===== src/rtl/note_lane_judge.sv =====
// -----------------------------------------------------------------------------
// note_lane_judge
//
// Receives the note-generator press stream for one arrow lane. A note enters
// at the top of a LED column on each scroll tick where press is high. The
// column scrolls toward the bottom, and player key presses are judged against
// a hit zone made of the bottom HIT_WIN cells.
//
// Optional feature: define NOTE_LANE_COMBO_EN to add the combo counter and
// its output port.
//
// Parameters:
//   LANE_LEN  cells in the column (bit 0 = top/entry, bit LANE_LEN-1 = bottom)
//   TICK_DIV  clock cycles per scroll step
//   HIT_WIN   bottom cells forming the hit zone (1..LANE_LEN)
//   SCORE_W   score counter width
//   COMBO_W   combo counter width (NOTE_LANE_COMBO_EN only)
//
// Ports:
//   Clock  in   system clock, rising edge
//   Reset  in   synchronous active-high reset, highest priority
//   press  in   note request, sampled only on tick cycles
//   key    in   player button, active-high, already synchronous
//   lane   out  note occupancy per cell (LED drive)
//   hit    out  one-cycle pulse on a correct press
//   miss   out  one-cycle pulse on a wrong press or an escaped note
//   score  out  saturating hit count
//   combo  out  saturating consecutive-hit count (NOTE_LANE_COMBO_EN only)
// -----------------------------------------------------------------------------
module note_lane_judge #(
   parameter int LANE_LEN = 8,
   parameter int TICK_DIV = 25,
   parameter int HIT_WIN  = 2,
   parameter int SCORE_W  = 10,
   parameter int COMBO_W  = 8
) (
   input  logic                Clock,
   input  logic                Reset,
   input  logic                press,
   input  logic                key,
   output logic [LANE_LEN-1:0] lane,
   output logic                hit,
   output logic                miss,
`ifdef NOTE_LANE_COMBO_EN
   output logic [COMBO_W-1:0]  combo,
`endif
   output logic [SCORE_W-1:0]  score
);

   // At least one bit so that TICK_DIV = 1 still has a legal counter.
   localparam int CNT_W = (TICK_DIV > 1) ? $clog2(TICK_DIV) : 1;

   logic [CNT_W-1:0]    cnt;
   logic                key_q;
   logic                tick;
   logic                key_rise;
   logic                zone_any;
   logic [LANE_LEN-1:0] clr_mask;
   logic                judge_hit;
   logic                judge_miss;
   logic [LANE_LEN-1:0] lane_cleared;
   logic                escape;
   logic [LANE_LEN-1:0] lane_next;

   always_comb begin
      tick     = (cnt == CNT_W'(TICK_DIV - 1));
      key_rise = key & ~key_q;

      // Ascending scan: the last set bit found is the highest index, i.e. the
      // note closest to the bottom, which is the one a press should take.
      zone_any = 1'b0;
      clr_mask = '0;
      for (int i = LANE_LEN - HIT_WIN; i < LANE_LEN; i++) begin
         if (lane[i]) begin
            zone_any    = 1'b1;
            clr_mask    = '0;
            clr_mask[i] = 1'b1;
         end
      end

      judge_hit  = key_rise & zone_any;
      judge_miss = key_rise & ~zone_any;

      // Judgement acts on the pre-shift lane; the scroll then works on the
      // cleared value, so a note taken at the bottom cannot also escape.
      lane_cleared = judge_hit ? (lane & ~clr_mask) : lane;
      escape       = tick & lane_cleared[LANE_LEN-1];
      lane_next    = tick ? {lane_cleared[LANE_LEN-2:0], press} : lane_cleared;
   end

   always_ff @(posedge Clock) begin
      if (Reset) begin
         cnt   <= '0;
         key_q <= 1'b0;
         lane  <= '0;
         hit   <= 1'b0;
         miss  <= 1'b0;
         score <= '0;
      end else begin
         cnt   <= tick ? '0 : cnt + 1'b1;
         key_q <= key;
         lane  <= lane_next;
         hit   <= judge_hit;
         miss  <= judge_miss | escape;
         if (judge_hit && (score != {SCORE_W{1'b1}}))
            score <= score + 1'b1;
      end
   end

`ifdef NOTE_LANE_COMBO_EN
   always_ff @(posedge Clock) begin
      if (Reset)
         combo <= '0;
      else if (judge_miss | escape)
         combo <= '0;
      else if (judge_hit && (combo != {COMBO_W{1'b1}}))
         combo <= combo + 1'b1;
   end
`endif

endmodule


===== config.mk =====
export PLATFORM = sky130hd
export DESIGN_NAME = note_lane_judge
export DESIGN_NICKNAME = d
export VERILOG_FILES = /design/src/rtl/note_lane_judge.sv
export SDC_FILE = /design/constraint.sdc
export NUM_CORES = 1
export LEC_CHECK = 0
export BUFFER_PORTS_ARGS = -buffer_cell sky130_fd_sc_hd__buf_4
export CAP_MARGIN = 5
export CORE_UTILIZATION = 27
export CTS_CLUSTER_DIAMETER = 40
export DETAILED_ROUTE_END_ITERATION = 10
export PLACE_DENSITY = 0.5
export REMOVE_ABC_BUFFERS = 1
export SYNTH_ARGS = -nofsm -noshare
export SYNTH_HDL_FRONTEND = slang
export SYNTH_SLANG_ARGS = --single-unit

===== constraint.sdc =====
create_clock -name Clock -period 1.6 [get_ports Clock]
set_input_delay 0.4 -clock Clock [delete_from_list [all_inputs] [get_ports Clock]]
set_output_delay 0.4 -clock Clock [all_outputs]
set_load 0.05 [all_outputs]

======== Word level (Yosys, flattened, before mapping) ========
Cells that the tools add are included.
Widths: inputs -> output; s select.
storage, ports and cells
  flip-flop bits (word level) ............. 26
cells by class
  $add $sub $neg .......................... 2
  equality and inequality tests ........... 2
  multiplexer cells ....................... 6
  bitwise operators ....................... 9
  reductions and logical operators ........ 2
operators with widths
  cell                   count
  $mux 8                 3
  $add 10x1->10 const B  1
  $ne 10x10->1 const B   1
  $and 8x8->8            1
  $not 8->8              1
  $mux 7                 1
  $add 5x1->5 const B    1
  $eq 5x5->1 const B     1
  $and 1x1->1            4
  $mux 1                 2
  $not 1->1              2
  $reduce_or 2->1        1
  $logic_and 1x1->1      1
  $or 1x1->1             1

======== Logic depth before layout (Yosys ltp) ========
  word-level depth ........................ 7
  mapped depth ............................ 7

======== Worst setup path after synthesis ========
OpenSTA, ideal clock, no wires.
  path kind ............................... flip-flop to flip-flop
  start ................................... reg score[0]
  end ..................................... reg score[8]
  setup time .............................. 86 ps
  arrival ................................. 2,006 ps
  setup slack ............................. -492 ps
  cell stages (with the launch flop) ...... 7
  period minus slack after synthesis ...... 2,092 ps
  cells stage by stage .................... dfxtp_1 ha_1 nand2_1 or3_1 buf_2 or3_1 a221oi_2
between the ends
  longest elaborated chain between the ends .. 2
  elaborated cells between the ends (all ways) .. 3
  classes of those cells .................. add/sub: 1; eq/ne: 1; reduce/logical: 1
ends and longest elaborated chain
  item                                                                   RTL line  source
  start, declared                                                        47        output logic [SCORE_W-1:0] score
  start signal, assigned                                                 106       score <= score + 1'b1;
  parallel branches: the longest is 2 deep, another holds $add 10x1->10  --
Several ways; the timed one is not identified.
A chain may end at the register's enable or synchronous reset.

======== Worst setup path after layout ========
  start ................................... reg score[0]
  end ..................................... reg score[7]
Same word-level chain as after synthesis.

==> impl_metrics.py <==
metrics = {
    "critical_path": {
        "end_kind": "flop",
        "critPathRequiredTime_ps": 1810,
        "r2r-start": "score[0]$_SDFFE_PP0P_",
        "cp-endpoint": "score[7]$_SDFFE_PP0P_",
        "ff2ff_setup_slack_ps": -30,
        "critPathKind": "flop to flop",
        "cp-startpoint": "score[0]$_SDFFE_PP0P_",
        "r2r_cells": 5,
        "crit_path_start_kind": "flop",
        "crit_arrival_ps": 1840,
        "r2r_end": "score[7]$_SDFFE_PP0P_",
        "crit_fanout": 6,
    },
    "detailed_routing": {
        "drt_pass1_iterations": 4,
        "avgRoutedWirePerCell_um": 11.58,
        "post-route-drc-count": 0,
        "num_vias": 1038,
        "drt-total-wl_um": 2513,
        "drtIter0Drc": 17,
        "detail-route-antenna-nets": 0,
        "vias_per_cell": 4.783,
    },
    "hold_path": {
        "worstHoldPathType": "primary input to flop",
    },
    "synthesis": {
        "syn_area_um2": 1129,
        "synth_edf_count": 0,
        "synth_common_cells": "26 x dfxtp_1, 18 x nand2_1, 17 x a21oi_1",
        "synth_top_area_frac": 0.4612,
        "synth_flop_cell": "dfxtp_1",
        "synthCells": 132,
        "syn_avg_cell_area_um2": 8.550,
        "synth-seq-cells": 26,
        "seq_area_frac_synth": 0.4612,
        "yosys_warnings": 0,
        "synth_top_area_cell": "dfxtp_1",
        "synth_area_leaders": "dfxtp_1 46%, a21oi_1 7.5%, nand2_1 6.0%",
        "async_flop_share": 0,
        "yosysUniqueCellTypes": 31,
        "yosysMostFrequentCell": "dfxtp_1",
    },
    "clocking": {
        "cts.sinks": 26,
        "cts_root_buffer": "clkbuf_8",
        "clk_latency_ps": 270,
        "cts_buffer_depth": 2,
        "cts_tree": "built",
        "numCtsBuffers": 3,
        "clk_pin_slew_worst_paths_ps": 90,
        "hold_buffers": 0,
        "ctsHtreeMaxLevel": 1,
    },
    "sta": {
        "timing.hold.ws_ps": 369.4,
        "rsz0062_at_grt": "true",
        "timing.final.ws_setup_ps": -26.45,
        "period_minus_slack_ps": 1626,
        "report.final.slew_viol_count": 0,
        "hold_viol": 0,
        "setup_viol": 4,
        "fmax_mhz": 614.8,
        "finClkSkew_ps": 3.330,
        "worstMarginPinSlew_ps": 371.4,
        "maxSlewHeadroom": 0.7505,
        "timing.final.crit_share": 1.017,
    },
    "floorplanning": {
        "core_area_um2": 4000,
        "die_area_um2": 4442,
        "initial_core_util": 0.2821,
        "row_count": 23,
        "ioPinCount": 24,
        "chipWidth_um": 66.65,
        "die_h_um": 66.65,
    },
    "grt": {
        "antenna_found_initial": 0,
        "grt_max_degree": 24,
        "grt_pass1_wl_um": 4015,
        "grt_use_total": 0.1174,
        "grt_pass1_vias": 939,
        "grt_overflow": 0,
    },
    "final_layout": {
        "diodes": 0,
        "syn_to_final_growth_pct": 36.81,
        "nFillCells": 421,
        "drive_gt1_frac": 0.3413,
        "nets": 175,
    },
    "job": {
        "cap_violations": 0,
    },
    "power_and_ir_drop": {
        "peakVddDrop_mv": 0.5804,
        "leakage_nw": 0.5836,
        "total_power_mw": 1.151,
        "p_per_area_nw_per_um2": 745.6,
    },
    "place": {
        "port_buffers": 23,
        "place.gp.congestion": 0.7326,
        "dpl.hpwl_um": 1772,
        "pre_cts_ws_ps": -100.4,
    },
    "run_status": {
        "violations": "negative setup slack",
        "status": "finished with violations",
    },
}
## sequential cells by signal, summed over array words and instances (netlist names)
name   cells
hit        1
key_q      1
cnt        5
lane       8
score     10
miss       1
## worst min path at each step
stage	from	endpoint	slack (ps)	depth (start not counted)
2_1_floorplan	cnt[0]$_SDFF_PP0_	cnt[0]$_SDFF_PP0_	430	1
4_1_cts	press	lane[0]$_SDFFE_PP0N_	360	3
3_5_place_dp	cnt[0]$_SDFF_PP0_	cnt[0]$_SDFF_PP0_	450	1
6_report	press	lane[0]$_SDFFE_PP0N_	370	3
5_1_grt	press	lane[0]$_SDFFE_PP0N_	380	3
3_3_place_gp	cnt[0]$_SDFF_PP0_	cnt[0]$_SDFF_PP0_	440	1
## worst max-delay path, cell delays in order (launching register included)
cell and delay, ps:
dfxtp_2 360, buf_4 140, nand3_1 80, or3_4 370, or4_1 470, a21oi_1 140
## report_power, final
part	switching, mW	internal [mW]
Combinational	0.0331	0.0263
Sequential	0.00757	0.656
Clock	0.208	0.220
Total	0.249	0.902
## cell usage in the layout, fill, tap and decap left out, types with 2 or more instances in the layout
| cell | Yosys | routed |
|---|---|---|
| o31ai_1 | 4 | 3 |
| or4_1 | 4 | 3 |
| a21oi_1 | 17 | 14 |
| nor3_1 | 4 | 4 |
| a22oi_1 | 2 | 2 |
| ha_1 | 3 | 2 |
| o211ai_1 | 2 | 2 |
| or3_1 | 4 | 2 |
| inv_1 | 6 | 6 |
| nor2_1 | 12 | 12 |
| clkbuf_8 | 0 | 4 |
| o21ai_0 | 5 | 5 |
| buf_4 | 0 | 36 |
| dfxtp_1 | 26 | 24 |
| nand2_1 | 18 | 17 |
| nand3_1 | 4 | 4 |
| dfxtp_2 | 0 | 2 |
| a21oi_2 | 0 | 3 |
| nor2b_1 | 2 | 2 |
| or3_4 | 1 | 3 |
## area by class of cell
type | count | area [um^2] | share of cell area
clock buffer | 4 | 55.05 | 0.03566
inverter | 6 | 22.52 | 0.01459
multi-input combinational | 95 | 610.6 | 0.3955
sequential | 26 | 523.0 | 0.3387
tap | 50 | 62.56 | 0.04052
timing repair buffer | 36 | 270.3 | 0.1750
## logic make-up (layout without fill, tap and decap cells)
family	after synthesis	count (layout)	synth area share
buffers and inverters	11	46	0.03768
adder cells (fa/ha/maj)	3	3	0.03326
AND/OR/NAND/NOR	58	58	0.2794
flip-flops	26	26	0.4612
AO/OA/AOI/OAI	31	31	0.1641
XOR/XNOR	2	2	0.01552
multiplexers	1	1	0.008870
## through the flow
stage,setup TNS [ps],instances,area [um^2],util
2_1_floorplan,-2094,127,1109,-
3_3_place_gp,-216.3,213,1441,0.3603
3_5_place_dp,-307.4,213,1441,0.3603
4_1_cts,-15.81,217,1503,0.3757
5_1_grt,-365.1,217,1544,0.3860
6_report,-62.87,217,1544,0.3860
## routing by layer
layer	share of wire	global-route usage	vias to the layer above
met4	0.0056	0.02394	0
met2	0.47	0.1982	22
met3	0.055	0.04452	3
li1	-	-	536
met1	0.47	0.1404	477
met5	0	0	-
## what timing repair did
| item | in CTS | in global routing |
|---|---|---|
| endpoints found under the setup margin | 5 | 5 |
| gates resized for setup | 2 | 10 |
| buffers inserted | 0 | 0 |
| pin swaps | 0 | 6 |
(Power assumes the default switching activity.)
